==> src/rtl/uart_pkg.sv <==
// rtl/uart_pkg.sv - shared FSM states and oversampling constants for uart_stream
package uart_pkg;

    localparam int OVERSAMPLE = 16;
    localparam int MID_TICK   = 7;

    typedef enum logic [2:0] {
        ST_IDLE   = 3'd0,
        ST_START  = 3'd1,
        ST_DATA   = 3'd2,
        ST_PARITY = 3'd3,
        ST_STOP   = 3'd4
    } uart_state_e;

endpackage

==> src/rtl/uart_stream_fifo.sv <==
// rtl/uart_stream_fifo.sv - show-ahead FIFO, 2^W words of B bits, with occupancy level
module uart_stream_fifo #(
    parameter int B = 8,
    parameter int W = 4
) (
    input  logic         clk,
    input  logic         rst_n,
    input  logic         wr,
    input  logic [B-1:0] wdata,
    input  logic         rd,
    output logic [B-1:0] rdata,
    output logic         full,
    output logic         empty,
    output logic [W:0]   level
);

    localparam logic [W:0] PTR_ONE = {{W{1'b0}}, 1'b1};

    logic [B-1:0] mem [2**W];
    logic [W:0]   wptr_q, rptr_q;
    logic         rd_ok, wr_ok;

    // A write into a full FIFO is only accepted when a pop frees the slot in the same cycle
    always_comb begin
        level = wptr_q - rptr_q;
        full  = level[W];
        empty = (level == '0);
        rd_ok = rd && !empty;
        wr_ok = wr && (!full || rd_ok);
        rdata = mem[rptr_q[W-1:0]];
    end

    // Storage array, written only on an accepted push
    always_ff @(posedge clk) begin
        if (wr_ok) begin
            mem[wptr_q[W-1:0]] <= wdata;
        end
    end

    // Pointers carry one extra bit so full and empty are distinguishable
    always_ff @(posedge clk or negedge rst_n) begin
        if (!rst_n) begin
            wptr_q <= '0;
            rptr_q <= '0;
        end else begin
            if (wr_ok) wptr_q <= wptr_q + PTR_ONE;
            if (rd_ok) rptr_q <= rptr_q + PTR_ONE;
        end
    end

endmodule

==> src/rtl/uart_stream.sv <==
// rtl/uart_stream.sv - buffered full-duplex UART with streaming ports; UART_PARITY_EN adds even parity
module uart_stream
    import uart_pkg::*;
#(
    parameter int DBIT    = 8,
    parameter int SB_TICK = 16,
    parameter int DVSR_W  = 16,
    parameter int FIFO_W  = 4
) (
    input  logic              pclk,
    input  logic              rst_n,
    input  logic [DVSR_W-1:0] dvsr,
    input  logic              rx,
    output logic              tx,
    input  logic [DBIT-1:0]   tx_data,
    input  logic              tx_valid,
    output logic              tx_ready,
    output logic [DBIT-1:0]   rx_data,
    output logic              rx_valid,
    input  logic              rx_ready,
    output logic [FIFO_W:0]   rx_level,
    output logic              tx_busy,
    output logic              rx_overrun,
    output logic              rx_frame_err,
    output logic              rx_parity_err
);

    logic [DVSR_W-1:0] cnt_q, cnt_d, term_m1;
    logic              tick;

    logic              txf_wr, txf_rd, txf_full, txf_empty;
    logic [DBIT-1:0]   txf_rdata;
    logic [FIFO_W:0]   txf_level;
    logic              rxf_full, rxf_empty;

    uart_state_e       tx_state_q, tx_state_d;
    logic [4:0]        tx_s_q, tx_s_d;
    logic [3:0]        tx_n_q, tx_n_d;
    logic [DBIT-1:0]   tx_b_q, tx_b_d;
    logic              tx_q, tx_d;

    uart_state_e       rx_state_q, rx_state_d;
    logic [4:0]        rx_s_q, rx_s_d;
    logic [3:0]        rx_n_q, rx_n_d;
    logic [DBIT-1:0]   rx_b_q, rx_b_d;
    logic              rx_s1_q, rx_s2_q, rx_s3_q;
    logic              rx_push_q, rx_push_d;
    logic              rx_ferr_q, rx_ferr_d;
`ifdef UART_PARITY_EN
    logic              tx_par_q, tx_par_d;
    logic              rx_par_q, rx_par_d;
    logic              rx_perr_q, rx_perr_d;
`endif

    // Baud tick: divisor change is seen at once, an overshooting count wraps on the spot
    always_comb begin
        term_m1 = (dvsr == '0) ? '0 : dvsr - DVSR_W'(1);
        tick    = (cnt_q >= term_m1);
        cnt_d   = tick ? '0 : cnt_q + DVSR_W'(1);
    end

    assign txf_wr   = tx_valid && !txf_full;
    assign tx_ready = !txf_full;
    assign tx_busy  = (txf_level != '0) || (tx_state_q != ST_IDLE);
    assign tx       = tx_q;

    uart_stream_fifo #(.B(DBIT), .W(FIFO_W)) u_tx_fifo (
        .clk(pclk), .rst_n(rst_n), .wr(txf_wr), .wdata(tx_data), .rd(txf_rd),
        .rdata(txf_rdata), .full(txf_full), .empty(txf_empty), .level(txf_level)
    );

    uart_stream_fifo #(.B(DBIT), .W(FIFO_W)) u_rx_fifo (
        .clk(pclk), .rst_n(rst_n), .wr(rx_push_q), .wdata(rx_b_q), .rd(rx_ready),
        .rdata(rx_data), .full(rxf_full), .empty(rxf_empty), .level(rx_level)
    );

    assign rx_valid     = !rxf_empty;
    assign rx_overrun   = rx_push_q && rxf_full && !rx_ready;
    assign rx_frame_err = rx_ferr_q;
`ifdef UART_PARITY_EN
    assign rx_parity_err = rx_perr_q;
`else
    assign rx_parity_err = 1'b0;
`endif

    // TX FSM: pops a word in IDLE or at the end of STOP so queued frames run back to back
    always_comb begin
        tx_state_d = tx_state_q;
        tx_s_d     = tx_s_q;
        tx_n_d     = tx_n_q;
        tx_b_d     = tx_b_q;
        txf_rd     = 1'b0;
`ifdef UART_PARITY_EN
        tx_par_d   = tx_par_q;
`endif
        case (tx_state_q)
            ST_IDLE: if (!txf_empty) begin
                txf_rd     = 1'b1;
                tx_b_d     = txf_rdata;
`ifdef UART_PARITY_EN
                tx_par_d   = ^txf_rdata;
`endif
                tx_s_d     = '0;
                tx_state_d = ST_START;
            end
            ST_START: if (tick) begin
                if (tx_s_q == 5'(OVERSAMPLE - 1)) begin
                    tx_s_d     = '0;
                    tx_n_d     = '0;
                    tx_state_d = ST_DATA;
                end else tx_s_d = tx_s_q + 5'd1;
            end
            ST_DATA: if (tick) begin
                if (tx_s_q == 5'(OVERSAMPLE - 1)) begin
                    tx_s_d = '0;
                    tx_b_d = tx_b_q >> 1;
                    if (tx_n_q == 4'(DBIT - 1)) begin
`ifdef UART_PARITY_EN
                        tx_state_d = ST_PARITY;
`else
                        tx_state_d = ST_STOP;
`endif
                    end else tx_n_d = tx_n_q + 4'd1;
                end else tx_s_d = tx_s_q + 5'd1;
            end
            ST_PARITY: if (tick) begin
                if (tx_s_q == 5'(OVERSAMPLE - 1)) begin
                    tx_s_d     = '0;
                    tx_state_d = ST_STOP;
                end else tx_s_d = tx_s_q + 5'd1;
            end
            ST_STOP: if (tick) begin
                if (tx_s_q == 5'(SB_TICK - 1)) begin
                    tx_s_d = '0;
                    if (!txf_empty) begin
                        txf_rd     = 1'b1;
                        tx_b_d     = txf_rdata;
`ifdef UART_PARITY_EN
                        tx_par_d   = ^txf_rdata;
`endif
                        tx_state_d = ST_START;
                    end else tx_state_d = ST_IDLE;
                end else tx_s_d = tx_s_q + 5'd1;
            end
            default: tx_state_d = ST_IDLE;
        endcase
    end

    // Line level follows the current state, registered so the pin is glitch-free
    always_comb begin
        case (tx_state_q)
            ST_START: tx_d = 1'b0;
            ST_DATA:  tx_d = tx_b_q[0];
`ifdef UART_PARITY_EN
            ST_PARITY: tx_d = tx_par_q;
`endif
            default:  tx_d = 1'b1;
        endcase
    end

    // RX FSM: start confirmed mid-bit, data and stop sampled one bit period apart
    always_comb begin
        rx_state_d = rx_state_q;
        rx_s_d     = rx_s_q;
        rx_n_d     = rx_n_q;
        rx_b_d     = rx_b_q;
        rx_push_d  = 1'b0;
        rx_ferr_d  = 1'b0;
`ifdef UART_PARITY_EN
        rx_par_d   = rx_par_q;
        rx_perr_d  = 1'b0;
`endif
        case (rx_state_q)
            ST_IDLE: if (rx_s3_q && !rx_s2_q) begin
                rx_s_d     = '0;
                rx_state_d = ST_START;
            end
            ST_START: if (tick) begin
                if (rx_s_q == 5'(MID_TICK)) begin
                    rx_s_d     = '0;
                    rx_n_d     = '0;
                    rx_state_d = rx_s2_q ? ST_IDLE : ST_DATA;
                end else rx_s_d = rx_s_q + 5'd1;
            end
            ST_DATA: if (tick) begin
                if (rx_s_q == 5'(OVERSAMPLE - 1)) begin
                    rx_s_d = '0;
                    rx_b_d = {rx_s2_q, rx_b_q[DBIT-1:1]};
                    if (rx_n_q == 4'(DBIT - 1)) begin
`ifdef UART_PARITY_EN
                        rx_state_d = ST_PARITY;
`else
                        rx_state_d = ST_STOP;
`endif
                    end else rx_n_d = rx_n_q + 4'd1;
                end else rx_s_d = rx_s_q + 5'd1;
            end
            ST_PARITY: if (tick) begin
                if (rx_s_q == 5'(OVERSAMPLE - 1)) begin
                    rx_s_d     = '0;
`ifdef UART_PARITY_EN
                    rx_par_d   = rx_s2_q;
`endif
                    rx_state_d = ST_STOP;
                end else rx_s_d = rx_s_q + 5'd1;
            end
            ST_STOP: if (tick) begin
                if (rx_s_q == 5'(OVERSAMPLE - 1)) begin
                    rx_s_d     = '0;
                    rx_state_d = ST_IDLE;
                    if (!rx_s2_q) rx_ferr_d = 1'b1;
`ifdef UART_PARITY_EN
                    else if (rx_par_q != ^rx_b_q) rx_perr_d = 1'b1;
`endif
                    else rx_push_d = 1'b1;
                end else rx_s_d = rx_s_q + 5'd1;
            end
            default: rx_state_d = ST_IDLE;
        endcase
    end

    // State registers; reset aborts any frame in flight and idles the line high
    always_ff @(posedge pclk or negedge rst_n) begin
        if (!rst_n) begin
            cnt_q      <= '0;
            tx_state_q <= ST_IDLE;
            tx_s_q     <= '0;
            tx_n_q     <= '0;
            tx_b_q     <= '0;
            tx_q       <= 1'b1;
            rx_state_q <= ST_IDLE;
            rx_s_q     <= '0;
            rx_n_q     <= '0;
            rx_b_q     <= '0;
            rx_s1_q    <= 1'b1;
            rx_s2_q    <= 1'b1;
            rx_s3_q    <= 1'b1;
            rx_push_q  <= 1'b0;
            rx_ferr_q  <= 1'b0;
`ifdef UART_PARITY_EN
            tx_par_q   <= 1'b0;
            rx_par_q   <= 1'b0;
            rx_perr_q  <= 1'b0;
`endif
        end else begin
            cnt_q      <= cnt_d;
            tx_state_q <= tx_state_d;
            tx_s_q     <= tx_s_d;
            tx_n_q     <= tx_n_d;
            tx_b_q     <= tx_b_d;
            tx_q       <= tx_d;
            rx_state_q <= rx_state_d;
            rx_s_q     <= rx_s_d;
            rx_n_q     <= rx_n_d;
            rx_b_q     <= rx_b_d;
            rx_s1_q    <= rx;
            rx_s2_q    <= rx_s1_q;
            rx_s3_q    <= rx_s2_q;
            rx_push_q  <= rx_push_d;
            rx_ferr_q  <= rx_ferr_d;
`ifdef UART_PARITY_EN
            tx_par_q   <= tx_par_d;
            rx_par_q   <= rx_par_d;
            rx_perr_q  <= rx_perr_d;
`endif
        end
    end

endmodule

==> config.mk <==
export PLATFORM = sky130hd
export DESIGN_NAME = uart_stream
export DESIGN_NICKNAME = d
export VERILOG_FILES = /design/src/rtl/uart_pkg.sv /design/src/rtl/uart_stream_fifo.sv /design/src/rtl/uart_stream.sv
export SDC_FILE = /design/constraint.sdc
export NUM_CORES = 1
export LEC_CHECK = 0
export CORE_MARGIN = 1
export CORE_UTILIZATION = 60
export DETAILED_ROUTE_END_ITERATION = 8
export PLACE_DENSITY = 0.78
export RECOVER_POWER = 25
export SLEW_MARGIN = 20
export SYNTH_ARGS = -nofsm -noshare
export SYNTH_HDL_FRONTEND = slang
export SYNTH_SLANG_ARGS = --single-unit
==> constraint.sdc <==
create_clock -name pclk -period 5.03 [get_ports pclk]
set_input_delay 1.006 -clock pclk [delete_from_list [all_inputs] [get_ports pclk]]
set_output_delay 1.006 -clock pclk [all_outputs]
set_load 0.05 [all_outputs]
* Word level (Yosys, flattened, before mapping)
Memories as Yosys holds them, arrays and structs flattened.
Index checks and enable logic that the tools add are counted.
** Operators by class
- Equal/unequal tests :: 37
- Reductions and logical operators :: 39
- $lt $le $gt $ge :: 1
- $add $sub $neg :: 12
- Muxes and demuxes :: 71
** Operator list (count)
- $mux W3 :: 20
- $ne A2 B2 Y1 const B :: 22
- $mux W4 :: 10
- $mux W5 :: 8
- $mux W8 :: 5
- $mux W16 :: 2
- $add A5 B1 Y5 const B :: 6
- $pmux W3 S5 :: 2
- $pmux W8 S3 :: 1
- $reduce_and A10 Y1 :: 2
- $add A16 B1 Y16 const B :: 1
- $ge A16 B16 Y1 :: 1
- $logic_not A16 Y1 :: 1
- $mux W1 :: 16
- $pmux W4 S2 :: 2
- $sub A16 B1 Y16 const B :: 1
- $pmux W5 S3 :: 1
- $eq A3 B2 Y1 const B :: 4
- $reduce_and A6 Y1 :: 2
- $eq A5 B4 Y1 const B :: 2
- $logic_not A5 Y1 :: 2
- $pmux W5 S2 :: 1
- $sub A5 B5 Y5 :: 2
- $reduce_bool A3 Y1 :: 3
- other kinds (19) :: 43
** Storage, ports and cells
- Output and inout bits :: 20
- RAM bits :: 256
- Input port bits :: 29
- Memories :: 2
- Register bits :: 82
- Word-level logic and storage cells :: 181
** Memory list
- u_rx_fifo.mem :: depth 16, width 8, rd ports 1, clocked after Yosys merged registers in 0, write ports 1, line uart_stream_fifo.sv:19 : logic [B-1:0] mem [2**W];
- u_tx_fifo.mem :: depth 16, width 8, rd ports 1, clocked after Yosys merged registers in 0, write ports 1, line uart_stream_fifo.sv:19

* Depth between registers and ports, before layout
Gate-level depths: netlist (run 1).
- Word-level depth :: 11
- Mapped depth :: 16
- Mapped depth without buffers :: 13

* Modules after synthesis
From an unflattened synthesis (run 1), not the netlist that was laid out.
** Second synthesis, totals
- Cells, all modules :: 944
- Area, all modules :: 15319.7 um2
** Modules (own cells, without submodules)
- uart_stream_fifo at u_rx_fifo :: area an instance 5756.8 um2, times used 1, cells an instance 268
- uart_stream_fifo at u_tx_fifo :: area an instance 5634.2 um2, times used 1, cells an instance 267
- uart_stream :: area an instance 3928.8 um2, times used 1, cells an instance 409

* Least setup slack after synthesis (run 1)
OpenSTA, ideal clock, no wires.
- Path type :: input-to-reg
- Start :: input port dvsr[11]
- End :: register tx_b_q[7]
- Data arrival time :: 4.542 ns
- Slack :: 0.366 ns
- Data required time :: 4.908 ns
- Stages on the path :: 14
- Path through :: or4_1 > or3_1 > or3_1 > clkbuf_1 > clkbuf_1 > nand2_1 > ha_1 > a21oi_1 > o21ai_1 > nor4_1 > nand2_2 > buf_2 > or3_1 > a32o_1
** Between the ends
- Word-level cells in the longest chain between the ends :: 5
- Elaborated cells on any way between the ends :: 7
- Classes of those cells :: 1 x add/sub; 1 x order compare; 2 x eq/ne; 1 x mux; 2 x reduce/logical
** RTL lines
- from (decl) :: line uart_stream.sv:12 : input logic [DVSR_W-1:0] dvsr,
- $sub A16 B1 Y16 / $logic_not A16 Y1 (equally long branches) :: line uart_stream.sv:57 : term_m1 = (dvsr == '0) ? '0 : dvsr - DVSR_W'(1);
- $mux W16 (*) :: line uart_stream.sv:57
- $ge A16 B16 Y1 (*) :: line uart_stream.sv:58 : tick = (cnt_q >= term_m1);
- $ne A2 B2 Y1 (no source line)
- $reduce_and A5 Y1 (no source line) (*)
- to (signal assigned) :: line uart_stream.sv:250 : tx_b_q <= tx_b_d;
- to (decl) :: line uart_stream.sv:39 : logic [DBIT-1:0] tx_b_q, tx_b_d;
Every way passes the cells marked *; elsewhere a longest branch is shown, timed or not.
A chain may end at the register's enable or synchronous reset.

* Worst setup path in the final report (run 1)
- Start :: input port dvsr[11]
- End :: register rx_b_q[1]
** Between the ends
- Word-level cells in the longest chain between the ends :: 4
- Elaborated cells on any way between the ends :: 5
- Classes of those cells :: 1 x add/sub; 1 x order compare; 1 x mux; 2 x reduce/logical
** RTL lines
- $sub A16 B1 Y16 / $logic_not A16 Y1 (equally long branches) :: line uart_stream.sv:57
- $mux W16 (*) :: line uart_stream.sv:57
- $ge A16 B16 Y1 (*) :: line uart_stream.sv:58
- $reduce_and A3 Y1 (no source line) (*)
- to (signal assigned) :: line uart_stream.sv:255 : rx_b_q <= rx_b_d;
- to (decl) :: line uart_stream.sv:45 : logic [DBIT-1:0] rx_b_q, rx_b_d;
Marks and branches as above.

==> reports/results.ini, run 1 <==
[drt]
wl_per_cell_um = 22.3
post-route-drc-count = 0
drt_iter0_markers = 837
total_routed_wirelength_um = 31100
first_pass_iters = 5
dr_vias = 8615
route.detailed.vias_per_inst = 6.17
ant_nets = 0

[finish]
multi_input_comb_area_sq_um = 5200
area_delta_synth_final_pct = 13.4
n_fill_cell = 1684
final_layout_size_suffix_gt1_share_pct = 18.0
fin_area_sq_um = 17300
net_count_final = 1113
register_area_sq_um = 9750
fin_util_pct = 69.0
antenna-diode-count = 0

[worst_hold_path]
timing.hold.worst_endpoint = rx_s2_q
cell_depth_of_the_worst_hold_path = 0
hold_path_startpoint = rx_s1_q
worstHoldPathType = register to register

[outcome]
violated_checks = max-capacitance violations, max-slew violations
run_status = complete, but fails checks

[clocking]
clk_pin_slew_worst_paths_ns = 0.06
clock_path_buffers = 3
htreeDepth = 2
cts_buffers = 35
cts_root_buf = clkbuf_16
post_cts_resized = 0
clkSinkCount = 338
cts_hold_repair.buffers = 0
postCtsSetupBuffers = 0
tritoncts = done
clk-insertion-delay-late_ns = 0.52

[synth]
yosys_warnings = 0
postSynthCellCount = 964
synthDominantCellAreaShare_pct = 50.3
synth.cells.most_frequent = edfxtp_1, dfrtp_1, mux4_2
synth.top_cells.by_area = edfxtp_1, dfrtp_1, mux4_2, ha_1, mux4_1
synth_seq_area_share_pct = 63.7
async_reset_ff_share_pct = 24.3
postSynthRegisterBits = 338
number_of_flops_mapped_to_enable_cells_by_yosys = 256
synth.cell_area_sq_um = 15300
postSynthNetCount = 1037
postSynthAreaPerCell_sq_um = 15.9
ys_types = 81
post-synth-top-area-cell = edfxtp_1
synthMostInstantiatedCell = edfxtp_1
ys.flop_type = edfxtp_1

[timing]
final.setup_skew_ns = 0.0175
final.period_utilization_pct = 91.5
timing.setup.tns_ns = 0
fmax_mhz = 217
timing_hold_violations_final = 0
maxSlewViolCount = 42
fin_crit_ns = 4.60
setup_violations = 0
slew_headroom_pct = -56.4
worstMarginPinSlew_ns = 2.35
grt_setup_unrepaired = no

[critical_path]
slowest_delay_ns = 0.54
reg2reg_to = u_tx_fifo.mem[11][5]
reg2reg_depth = 8
worstPathArrival_ns = 4.99
worstPathCellList = clkdlybuf4s50_1 > or4_1 > or3_1 > or3_1 > buf_4 > nand2_1 > ha_1 > nand4_1 > a211o_1 > o32ai_4 > o21ai_2 > nor3_4 > mux2_4
r2r_path_start = u_tx_fifo.rptr_q[2]
type_of_the_setup_path_with_the_least_slack = input port to register
critical_path.n_buffers_inverters = 2
critPathLaunchType = input port
crit_family = simple AND/OR/NAND/NOR gates
worst_path_max_delay_cell = or4_1
setup.worst_path.end_class = register
worst-r2r-setup-slack_ns = 1.78
crit_path_frequent_cell = or3_1
worstPathMaxFanout = 8
req_time_crit_path_ns = 5.42

[die]
initial_utilization_pct = 60.9
fp-row-count = 58
floorplan_die_area_sq_um = 26100
core-area_sq_um = 25100
die_h_um = 162
chipWidth_um = 162
pin_count = 49

[power]
worst_supply_voltage_drop_on_vdd_v = 0.000502
power_mw = 8.53
p_per_area_nw_per_um2 = 492
leakagePower_nw = 6.29

[global_route]
first_pass_grt_wire_length_um = 48400
antenna_found_initial = 0
grt_max_degree = 43
globalRouteOverflowTotal = 0
groute.usage.overall_pct = 24.8
vias_in_the_first_global_route = 8715

[job]
drv_cap = 1

[placed_design]
dp.final_hpwl_um = 19500
gpl.final_weighted_congestion = 0.841
place.port_buffers = 47
placedInstanceArea_sq_um = 16200

==> final cells by class <==
type	instances	share of cell area, %
multi-input cells	554	30.0
clock inverters	19	1.10
repair buffers	80	4.11
inverters	31	0.686
well taps	330	2.38
flip-flops and latches	338	56.2
clock buffers	44	5.48
==> state kept, by name, indices dropped and copies added, names as in the netlist, 3 cells and up <==
| register | cells |
|---|---|
| u_rx_fifo.mem | 128 |
| u_tx_fifo.mem | 128 |
| cnt_q | 16 |
| rx_b_q | 8 |
| tx_b_q | 8 |
| rx_s_q | 5 |
| tx_s_q | 5 |
| u_rx_fifo.rptr_q | 5 |
| u_rx_fifo.wptr_q | 5 |
| u_tx_fifo.rptr_q | 5 |
| u_tx_fifo.wptr_q | 5 |
| rx_n_q | 4 |
| tx_n_q | 4 |
| rx_state_q | 3 |
| tx_state_q | 3 |
==> cells by family after synthesis <==
family                     share of synthesized area [%]
and+or+nand+nor                                     8.37
xor gates and xnor gates                            2.73
adders and majority gates                           3.65
other                                             0.0245
muxes                                               13.9
buffers and inverters                               2.25
AOI/OAI and AO/OA                                   5.30
DFF                                                 63.7
==> worst reg2reg max path, delay by kind of cell, from the launching register on <==
family,cells,cell delay (ns)
buffers and inverters,1,0.14
flip-flops,1,0.50
AO/OA/AOI/OAI,3,0.58
adder cells (fa/ha/maj),1,0.38
AND/OR/NAND/NOR,3,1.28
==> metrics by stage <==
stage / worst slack, ns / std cells / hold WS, ns
floorplan: 0.366 / 964 / 0.345
global placement: -0.00436 / 1333 / 0.347
detailed placement: -0.0443 / 1333 / 0.350
CTS: 0.428 / 1396 / 0.358
global route: 0.234 / 1396 / 0.367
finish: 0.428 / 1396 / 0.361
==> worst max path at each step <==
stage / start / slack [ns] / end / cells after the start
after global routing: dvsr[11] / 0.23 / rx_b_q[2] / 13
after floorplan: dvsr[11] / 0.37 / tx_b_q[7] / 14
final: dvsr[11] / 0.43 / rx_b_q[1] / 13
after CTS: u_rx_fifo.wptr_q[0] / 0.43 / rx_overrun / 9
after detailed placement: dvsr[11] / -0.04 / rx_b_q[4] / 13
after global placement: dvsr[11] / -0.004 / rx_b_q[1] / 13
==> layout by cell type, fill, tap and decap left out, types with 4 or more instances in the layout <==
cell type | Yosys | routed
nor2_1 | 45 | 45
nor2b_1 | 7 | 7
mux4_1 | 9 | 9
clkbuf_16 | 0 | 36
clkinv_1 | 1 | 10
o31ai_1 | 7 | 7
buf_4 | 4 | 33
and2_1 | 31 | 31
o32ai_1 | 5 | 5
a21oi_1 | 23 | 23
nor3_1 | 13 | 13
xor2_1 | 24 | 24
clkdlybuf4s50_1 | 0 | 44
mux4_2 | 68 | 68
or4_1 | 5 | 5
nand2_1 | 54 | 54
or2_2 | 4 | 4
ha_1 | 43 | 43
nand4_1 | 12 | 12
edfxtp_1 | 256 | 256
mux2i_1 | 5 | 5
nor3b_1 | 7 | 7
clkbuf_1 | 23 | 7
mux2_4 | 8 | 8
o21a_1 | 5 | 5
o211ai_1 | 6 | 6
o21ai_0 | 12 | 12
xnor2_1 | 21 | 21
dfrtp_1 | 78 | 76
mux2_2 | 14 | 14
nand3_1 | 19 | 19
inv_1 | 27 | 28
or3_1 | 10 | 10
o21ai_1 | 18 | 18
and3_1 | 12 | 12
nor4_1 | 5 | 4
nand2b_1 | 10 | 10
==> layer usage <==
metal  vias to the layer above  routed length [um]  GRT usage (%)
li1                       3901                   -              -
met4                         0                 715           7.93
met2                       315               15300           40.3
met5                         -                   0              0
met3                        57                1930           3.83
met1                      4342               13100           34.7
==> power by group <==
part / total (mW) / switching (mW) / leakage, nW / internal [mW]
Clock: 2.54 / 1.04 / 0.548 / 1.50
Sequential: 3.47 / 0.216 / 3.40 / 3.25
Combinational: 2.52 / 1.40 / 2.34 / 1.12
Power figures use the tool's default switching activity.
==> run 2, diff against run 1 <==
--- a/config.mk
+++ b/config.mk
@@ -5,6 +5,7 @@
 export SDC_FILE = /design/constraint.sdc
 export NUM_CORES = 1
 export LEC_CHECK = 0
+export CAP_MARGIN = 20
 export CORE_MARGIN = 1
 export CORE_UTILIZATION = 60
 export DETAILED_ROUTE_END_ITERATION = 8
==> results of run 2 <==
The final DEF is identical to that of run 1; final timing and power are the same.
